File: config.mk
export PLATFORM = sky130hd
export DESIGN_NAME = toggle_rx
export DESIGN_NICKNAME = d
export VERILOG_FILES = /design/src/rtl/toggle_rx.sv
export SDC_FILE = /design/constraint.sdc
export NUM_CORES = 1
export LEC_CHECK = 0
export CAP_MARGIN = 30
export CORE_MARGIN = 5
export CORE_UTILIZATION = 57
export CTS_CLUSTER_DIAMETER = 30
export DETAILED_ROUTE_END_ITERATION = 6
export PLACE_DENSITY_LB_ADDON = 0.08
export SYNTH_ARGS = -nofsm -noshare
export SYNTH_HDL_FRONTEND = slang
export SYNTH_SLANG_ARGS = --single-unit
File: constraint.sdc
create_clock -name CLK -period 3.95 [get_ports CLK]
set_input_delay 0.395 -clock CLK [delete_from_list [all_inputs] [get_ports CLK]]
set_output_delay 0.395 -clock CLK [all_outputs]
set_load 0.01 [all_outputs]
File: src/rtl/toggle_rx.sv
// Toggle-coded serial receiver: hunts for a sync byte, then delivers FRAME_LEN payload bytes
// over a VALID/READY handshake. Define TOGGLE_RX_PARITY_EN for a per-byte even-parity bit.
//
// state | meaning
// HUNT  | sliding the shift register against SYNC_WORD on every strobed bit
// RECV  | collecting the 8 data bits of a payload byte
// PAR   | waiting for the even-parity bit of the byte held in rxByte (parity build only)
module toggle_rx #(
   parameter logic [7:0] SYNC_WORD = 8'hA5,
   parameter int         FRAME_LEN = 4
) (
   input  logic       CLK,
   input  logic       RST,
   input  logic       D_IN,
   input  logic       D_EN,
   input  logic       READY,
   output logic [7:0] DATA,
   output logic       VALID,
   output logic       SYNCED,
   output logic       OVF,
   output logic       PERR
);

`ifdef TOGGLE_RX_PARITY_EN
   typedef enum logic [1:0] {HUNT, RECV, PAR} state_t;
`else
   typedef enum logic [1:0] {HUNT, RECV} state_t;
`endif

   state_t     state;
   logic       last;
   logic [7:0] shiftReg;
   logic [2:0] bitCnt;
   logic [7:0] byteCnt;

   logic       decBit;
   logic [7:0] srNext;
   logic       byteDone;
   logic [7:0] byteVal;
   logic       lastByte;

   assign decBit   = D_IN ^ last;
   assign srNext   = {decBit, shiftReg[7:1]};
   assign lastByte = (byteCnt == 8'(FRAME_LEN - 1));
   assign SYNCED   = (state == RECV);

`ifdef TOGGLE_RX_PARITY_EN
   logic [7:0] rxByte;
   logic       parOk;

   // Even parity: the 8 data bits plus the parity bit must XOR to zero.
   assign parOk    = ~(^rxByte ^ decBit);
   assign byteDone = D_EN && (state == PAR) && parOk;
   assign byteVal  = rxByte;
`else
   assign byteDone = D_EN && (state == RECV) && (bitCnt == 3'd7);
   assign byteVal  = srNext;
   assign PERR     = 1'b0;
`endif

   always_ff @(posedge CLK) begin
      if (!RST) begin
         state    <= HUNT;
         last     <= 1'b0;
         shiftReg <= 8'h00;
         bitCnt   <= 3'd0;
         byteCnt  <= 8'h00;
         DATA     <= 8'h00;
         VALID    <= 1'b0;
         OVF      <= 1'b0;
`ifdef TOGGLE_RX_PARITY_EN
         rxByte   <= 8'h00;
         PERR     <= 1'b0;
`endif
      end else begin
`ifdef TOGGLE_RX_PARITY_EN
         PERR <= 1'b0;
`endif
         if (VALID && READY)
            VALID <= 1'b0;

         if (D_EN) begin
            last     <= D_IN;
            shiftReg <= srNext;

            case (state)
               HUNT: begin
                  if (srNext == SYNC_WORD) begin
                     state   <= RECV;
                     bitCnt  <= 3'd0;
                     byteCnt <= 8'h00;
                  end
               end
               RECV: begin
                  bitCnt <= bitCnt + 3'd1;
`ifdef TOGGLE_RX_PARITY_EN
                  if (bitCnt == 3'd7) begin
                     state  <= PAR;
                     rxByte <= srNext;
                  end
`endif
               end
`ifdef TOGGLE_RX_PARITY_EN
               PAR: begin
                  if (!parOk) begin
                     PERR  <= 1'b1;
                     state <= HUNT;
                  end
               end
`endif
               default: state <= HUNT;
            endcase

            // A completed byte overrides the handshake clear above so VALID stays high.
            if (byteDone) begin
               if (!VALID || READY) begin
                  DATA    <= byteVal;
                  VALID   <= 1'b1;
                  byteCnt <= byteCnt + 8'h01;
                  state   <= lastByte ? HUNT : RECV;
               end else begin
                  OVF   <= 1'b1;
                  state <= HUNT;
               end
            end
         end
      end
   end

endmodule

**Yosys cells after proc, flatten, opt, wreduce, memory -nomap -nowiden**

Cells that the tools add are included.

- Bits in registers: 32
- Bits of input ports: 5
- Output and inout bits: 12
- Logic and storage cells: 45

- $add $sub $neg: 2
- Equal/unequal tests: 7
- Mux-type cells: 15
- Bitwise gates (word level): 2
- Reduce and logical (&&, ||, !) cells: 11

Operators with widths:

| operator | count |
|---|---|
| 8-bit two-way mux | 4 |
| 3-bit AND reduction | 4 |
| 8-bit by 1-bit adder with 8-bit output, second input constant | 1 |
| 8-bit by 2-bit equality test with 1-bit output, second input constant | 1 |
| 8-bit equality test, second input constant | 1 |
| 1-bit two-way mux | 6 |
| 3-bit one-hot mux with 2 select lines | 1 |
| 2-bit two-way mux | 2 |
| 2-bit one-hot mux with 2 select lines | 1 |
| 3-bit by 1-bit adder with 3-bit output, second input constant | 1 |
| 3-bit equality test, second input constant | 1 |
| 1-bit logical AND | 3 |
| 3-bit two-way mux | 1 |
| 3-bit != test, second input constant | 1 |
| 2-bit by 1-bit equality test with 1-bit output, second input constant | 1 |
| 2-bit zero test | 1 |
| 2-bit by 1-bit != test with 1-bit output, second input constant | 1 |
| 2-bit != test, second input constant | 1 |
| 2-bit nonzero test | 1 |
| 1-bit zero test | 1 |
| 1-bit logical OR | 1 |
| 1-bit inverter | 1 |
| 1-bit bitwise XOR | 1 |

**Depth between registers and ports, before layout**

Gate-level depths: netlist of the first run.

- Depth in word-level cells: 6
- Depth in mapped cells: 7
- Mapped depth without buffers: 6

**Worst setup path before layout of the first run**

OpenSTA, ideal clock, no wires.

- Path kind: flip-flop to flip-flop
- Start point: register bitCnt[0]
- End point: register byteCnt[7]
- Library setup time: 0.086 ns
- Arrival time: 1.395 ns
- Data required time: 3.864 ns
- Slack: 2.469 ns
- Cell stages (with the launch flop): 7
- Path buffers: 0
- Clock period less this slack: 1.481 ns
- Cells stage by stage: dfxtp_1 ha_1 ha_1 nand3_2 nor4_4 a31oi_1 a211oi_1

- Longest elaborated chain between the ends: 3

Ends and longest elaborated chain:

| element | RTL line | source |
|---|---|---|
| from (decl) | 33 | `logic [2:0] bitCnt;` |
| from (signal assigned) | 95 | `bitCnt <= bitCnt + 3'd1;` |
| 3-bit equality test | 56 | `assign byteDone = D_EN && (state == RECV) && (bitCnt == 3'd7);` |
| 1-bit logical AND | 56 |  |
| 8-bit two-way mux | 115 | `if (byteDone) begin` |
| to (signal assigned) | 119 | `byteCnt <= byteCnt + 8'h01;` |
| to (decl) | 34 | `logic [7:0] byteCnt;` |

No other way between the ends.
A chain may end at the register's enable or synchronous reset.

**Worst setup path in the final report of the first run**

- Start point: input D_EN
- End point: register DATA[7]

- Longest elaborated chain between the ends: 3

Ends and longest elaborated chain:

| element | RTL line | source |
|---|---|---|
| from (decl) | 15 | `input logic D_EN,` |
| 1-bit logical AND (2 in a row) | 56 |  |
| 3-bit AND reduction (no source line) * | -- |  |
| to (signal assigned) | 117 | `DATA <= byteVal;` |
| to (decl) | 17 | `output logic [7:0] DATA,` |

Mark *: on every way between the ends. The rest lies on a longest branch, timed or not.

==> impl_metrics.csv, run 1 <==
group,metric,value,unit
critical_path,slowest_delay,750,ps
critical_path,cp_slowest_cell,"clkdlybuf4s50_1",
global_routing,grt_usage,18.2,%
synth,syn_area,1290,um2
critical_path,critPathArrivalTime,2490,ps
power,power,0.000495,W
run_status,status,"finished clean",
synth,synth.distinct_cells,35,
cts,cts_buffers,5,
synth,ys_warn_count,0,
critical_path,r2r_cells,6,
timing,slew_headroom,55.1,%
synth,synth_compound_area_share,15.2,%
floorplanning,die_x,57.6,um
cells_and_area,fill_cells,176,
synth,synthMuxAreaShare,5.42,%
floorplanning,die_y,57.6,um
critical_path,path_buf_inv,2,
worst_hold_path,hp-start,"DATA[2]",
critical_path,worstSetupPathType,"input port to register",
critical_path,endpoint_kind,"register",
route,routed.top_layer,"met4",
timing,max_freq,0.444,GHz
synth,syn_inst,146,
global_routing,grt-ovfl-total,0,
critical_path,r2r-start,"bitCnt[0]",
synth,yosysSeqAreaShare,46.5,%
timing,slew_viol_final,0,
cts,clockRootBuffer,"clkbuf_4",
cts,htreeDepth,2,
route,wl_met1,1150,um
worst_hold_path,hold_path_depth,2,
route,vias,1077,
global_routing,grt_max_degree,24,
route,route.met3.wl,98,um
cells_and_area,area_growth,15.0,%
route,vias_per_cell,5.70,
place,portBuffers,15,
power,leakage,0.536,nW
timing,period_share,57.1,%
floorplanning,dieArea,3320,um2
cts,cts.sinks,30,
cts,clk_latency,330,ps
synth,synth_xor_area_share,2.03,%
cells_and_area,drive_above_1_share,6.21,%
global_routing,grt_pass1_vias,1073,
place,placed_area,1440,um2
synth,synth_top_area_share,46.5,%
synth,syn-mean-instance-area,8.85,um2
timing,setup_viol,0,
critical_path,r2r-end,"DATA[7]",
synth,synth.ff_latch_count,30,
route,ant_nets,0,
global_routing,grt_pass1_wl,4660,um
critical_path,r2r_slack,2140,ps
route,route.detailed.drc,0,
cts,hold_buffers,0,
timing,tightest_slew,673,ps
route,drtIter0Drc,20,
timing,rsz0062_at_grt,"false",
critical_path,crit_required,4190,ps
synth,synth_fa_ha_area_share,2.90,%
run,drv_cap,0,
route,route.detailed.wl_per_inst,13.9,um
synth,yosys.area_share.simple,23.4,%
timing,tns,0,ps
cts,clk_path_buf_depth,2,
floorplanning,pin_count,17,
synth,syn_nets,154,
critical_path,critPathMaxFanout,14,
synth,post-synth-top-area-cell,"dfxtp_1",
cells_and_area,nets,169,
cts,postCtsSetupRepairBufs,0,
cells_and_area,fin_util,67.8,%
place,place_congestion,0.829,
power,powerDensity,333,nW/um2
timing,finalHoldViolCount,0,
route,route.met2.wl,1330,um
synth,synth_top_family_by_area,"simple AND/OR/NAND/NOR gates",
critical_path,cp_common_cell,"nor2_1",
route,drt_wl_total,2630,um
global_routing,antenna_found_initial,0,
floorplanning,rows,17,
cts,post_cts_resized,0,
floorplanning,coreArea,2190,um2
cells_and_area,antennaDiodeCount,0,
place,dpl.hpwl,1890,um
timing,fin_crit,2250,ps
cts,clk_pin_slew_worst_paths,90,ps
synth,synth.area.top_cells,"dfxtp_1, nand2_1, mux2i_1, nor2_1, a21oi_1",
worst_hold_path,hold_path_class,"register to register",
floorplanning,start_util,59.0,%
power,ir_drop,265,uV
route,first_pass_iters,4,
critical_path,cp_top_family,"buffers and inverters",
timing,skew,11.0,ps
critical_path,path_cells,"clkdlybuf4s50_1, buf_4, nand3_2, nor2_1, nor2_1, a211oi_1",
cells_and_area,final_area,1490,um2
worst_hold_path,whs_endpoint,"DATA[2]",
critical_path,crit_path_start_kind,"input port",
cts,cts_tree,"done",
## final cells by class
cell class,instances,area [um2],share of cell area [%]
Clock buffer,7,45.0,3.03
Inverter,3,11.3,0.758
Multi-Input combinational cell,105,637,42.8
Sequential cell,30,601,40.4
Tap cell,28,35.0,2.36
Timing Repair Buffer,16,158,10.6
## sequential cells by signal, indices dropped and copies added, names as in the netlist
register,flops
DATA,8
byteCnt,8
VALID,1
bitCnt,3
last,1
shiftReg,7
state,1
OVF,1
## metal layers
metal | up-vias | GRT usage [%]
met5 | - | 0
met4 | 0 | 9.60
met3 | 5 | 7.13
met2 | 19 | 30.5
met1 | 512 | 19.7
li1 | 541 | -
## worst reg2reg max path: stages, from the launching register on
cell      delay (ps)
dfxtp_1          360
ha_1             160
ha_1             190
nand3_2          150
nor2_1           540
nor2_1           100
a211oi_1         230
## power breakdown
group | switching (W) | total, W | internal, W
Combinational | 0.0000131 | 0.0000223 | 0.00000915
Clock | 0.0000992 | 0.000166 | 0.0000670
Sequential | 0.00000220 | 0.000307 | 0.000304
## cells in the mapped netlist
library cell,n
and3_4,1
nor4_4,1
a31oi_1,4
a21oi_1,12
nand2_1,20
xor2_1,1
a311oi_1,3
a211oi_1,3
nor4b_1,1
ha_1,3
clkbuf_1,3
buf_2,2
a221oi_1,1
nand4_1,1
and3_1,2
o221a_2,1
o21ai_0,2
nand3_1,5
buf_4,3
nand3_2,1
o21ai_1,2
nand4b_1,1
conb_1,1
nor3_1,3
xnor2_1,2
nand2b_1,3
mux2i_1,7
nor2_1,17
and2b_1,1
inv_1,3
nor2b_1,3
o22ai_1,1
dfxtp_1,30
o32ai_1,1
a21boi_1,1
## cells in the final DEF, fill, tap and decap left out, drive strengths merged
cell and instances:
a211oi 3, a21oi 12, clkdlybuf4s50 15, conb 1, nand4b 1, a221oi 1, nor2b 3, ha 3
nand4 1, nor2 17, and3 3, o22ai 1, and2b 1, nand2 20, nand2b 3, xnor2 2
xor2 1, a311oi 3, mux2i 7, buf 1, nor3 3, nand3 6, o21ai 4, inv 3
a31oi 4, a21boi 1, clkbuf 7, dfxtp 30, o32ai 1, o221a 1, nor4 1, nor4b 1
## worst max-delay path by stage
| stage | endpoint | from | cells after the start |
|---|---|---|---|
| global route | DATA[7] | D_EN | 6 |
| finish | DATA[7] | D_EN | 6 |
| floorplan | byteCnt[7] | bitCnt[0] | 6 |
| global placement | DATA[7] | D_EN | 6 |
| CTS | DATA[7] | D_EN | 6 |
| detailed placement | DATA[7] | D_EN | 6 |
## cells by family (layout without fill, tap and decap cells)
logic type	count (synthesis)	count (layout)
xor gates and xnor gates	3	3
and+or+nand+nor	60	60
muxes	7	7
other	1	1
DFF	30	30
AOI/OAI and AO/OA	31	31
buffers and inverters	11	26
adders and majority gates	3	3
## stage by stage
| stage | hold WS (ps) | setup WS [ps] | instances |
|---|---|---|---|
| floorplan | 440 | 2470 | 146 |
| global placement | 446 | 1500 | 182 |
| detailed placement | 448 | 1360 | 182 |
| CTS | 461 | 1700 | 189 |
| global route | 483 | 1510 | 189 |
| finish | 457 | 1700 | 189 |
Note: power is estimated with default switching activity, not from simulation.
==> run 2: changes to the inputs <==
--- a/config.mk
+++ b/config.mk
@@ -7,7 +7,7 @@
 export LEC_CHECK = 0
 export CAP_MARGIN = 30
 export CORE_MARGIN = 5
-export CORE_UTILIZATION = 57
+export CORE_UTILIZATION = 48
 export CTS_CLUSTER_DIAMETER = 30
 export DETAILED_ROUTE_END_ITERATION = 6
 export PLACE_DENSITY_LB_ADDON = 0.08
==> constraint.sdc (replaced) <==
create_clock -name CLK -period 2 [get_ports CLK]
set_input_delay 0.2 -clock CLK [delete_from_list [all_inputs] [get_ports CLK]]
set_output_delay 0.2 -clock CLK [all_outputs]
set_load 0.01 [all_outputs]
==> run 2 against run 1 <==
First-iteration DRC count up 80%. Sequential power grew 97%. Cell count is 3.2% higher. Core utilization shrank 7.3 points. Wire length up 1.3%. Sequential share of layout area fell by 1.1 points. Total power grew 110%. Clock skew down 3.0 ps. Clock power is 130% higher. Global-route usage down 1.8 points. Die area increased by 15%. Critical path depth fell by 5. Critical path type is now register to output port. Highest routed layer unchanged.
==> impl_metrics.csv, run 2 (synthesized netlist as in run 1, its figures left out) <==
group,metric,value,unit
run_status,status,"finished clean",
floorplanning,dieArea,3830,um2
cells_and_area,final_cells,195,
global_routing,grt-ovfl-total,0,
place,dp.cells,187,
place,placed_area,1470,um2
route,route.detailed.drc,0,
place,dpl.hpwl,1870,um
cells_and_area,seqCellArea,601,um2
timing,hold_ws,462,ps
cts,cts_buffers,5,
critical_path,critPathMaxFanout,12,
cts,htreeDepth,2,
power,powerDensity,673,nW/um2
cells_and_area,multi_input_area,637,um2
timing,finalHoldViolCount,0,
floorplanning,coreArea,2520,um2
timing,setup_viol,0,
route,route.detailed.wl_per_inst,13.7,um
route,drtIter0Drc,36,
critical_path,path_cells,"clkdlybuf4s50_1",
global_routing,grt_max_degree,23,
cts,clk_path_buf_depth,2,
timing,fin_crit,1720,ps
cells_and_area,fill_cells,224,
floorplanning,pin_count,17,
route,drt_wl_total,2660,um
critical_path,endpoint_kind,"output port",
floorplanning,die_x,61.9,um
global_routing,antenna_found_initial,0,
timing,tns,0,ps
timing,rsz0062_at_grt,"false",
timing,slew_viol_final,0,
cts,clk_pin_slew_worst_paths,100,ps
critical_path,cp_top_family,"buffers and inverters",
critical_path,critPathArrivalTime,1520,ps
global_routing,grt_pass1_wl,4530,um
critical_path,crit_required,1800,ps
global_routing,grt_pass1_vias,982,
route,vias_per_cell,5.44,
critical_path,slowest_delay,620,ps
timing,skew,8.00,ps
power,power,0.00103,W
cells_and_area,layout_commonest_cell,"dfxtp_1",
cts,post_cts_resized,0,
cts,cts.sinks,30,
critical_path,path_buf_inv,1,
global_routing,grt_usage,16.4,%
route,ant_nets,0,
worst_hold_path,hold_path_class,"register to register",
cells_and_area,drive_above_1_share,9.09,%
run,drv_cap,0,
cells_and_area,final_cell_mix,"dfxtp_1, nand2_1, nor2_1",
cells_and_area,area_growth,18.1,%
critical_path,cp_slowest_cell,"clkdlybuf4s50_1",
route,vias,1060,
cts,cts_tree,"done",
cells_and_area,final_area,1530,um2
timing,period_share,85.9,%
floorplanning,start_util,51.2,%
cells_and_area,reg_top3,"DATA x8, byteCnt x8, shiftReg x7",
critical_path,crit_path_start_kind,"register",
cts,clockRootBuffer,"clkbuf_4",
cells_and_area,antennaDiodeCount,0,
route,first_pass_iters,4,
place,place_congestion,0.777,
power,leakage,0.561,nW
critical_path,worstSetupPathType,"register to output port",
floorplanning,rows,18,
place,portBuffers,15,
cts,hold_buffers,0,
floorplanning,die_y,61.9,um
cts,clk_latency,320,ps
cells_and_area,nets,172,
power,ir_drop,596,uV
cts,postCtsSetupRepairBufs,0,
timing,max_freq,0.582,GHz
[run 2: changes by cell type in the layout (fill, tap and decap cells not counted), sizes merged]
cell | before | now
buf | 1 | 4
clkinv | 0 | 1
[run 2: path summary, 6_finish.rpt]
path,slack (ps),depth (start not counted),end,start
max,280,1,SYNCED,state[0]
min reg2reg,460,2,DATA[6],DATA[6]
min,460,2,DATA[6],DATA[6]
max reg2reg,340,6,byteCnt[7],bitCnt[0]
[run 2: area by class of cell]
class | instances | share of cell area [%]
Inverter | 3 | 0.738
Multi-Input combinational cell | 105 | 41.7
Clock buffer | 7 | 3.61
Sequential cell | 30 | 39.3
Timing Repair Buffer | 19 | 11.8
Tap cell | 30 | 2.46
Clock inverter | 1 | 0.328
[run 2: layer usage]
metal | share of wire (%) | global-route usage [%] | up-vias | routed length (um)
li1 | - | - | 551 | -
met1 | 50 | 21.8 | 486 | 1340
met2 | 43 | 23.3 | 15 | 1150
met3 | 4.1 | 6.40 | 8 | 109
met4 | 2.4 | 7.27 | 0 | 65
met5 | 0 | 0 | - | 0
[run 2: power breakdown]
group / internal [W] / switching, W
logic: 0.0000206 / 0.0000265
clock network: 0.000170 / 0.000204
registers: 0.000601 / 0.00000455
total: 0.000792 / 0.000235
[run 2: metrics by stage]
stage,worst slack [ps],utilization [%]
floorplan,519,-
global placement,261,58.1
detailed placement,267,58.1
CTS,266,60.5
global route,177,60.5
finish,282,60.5
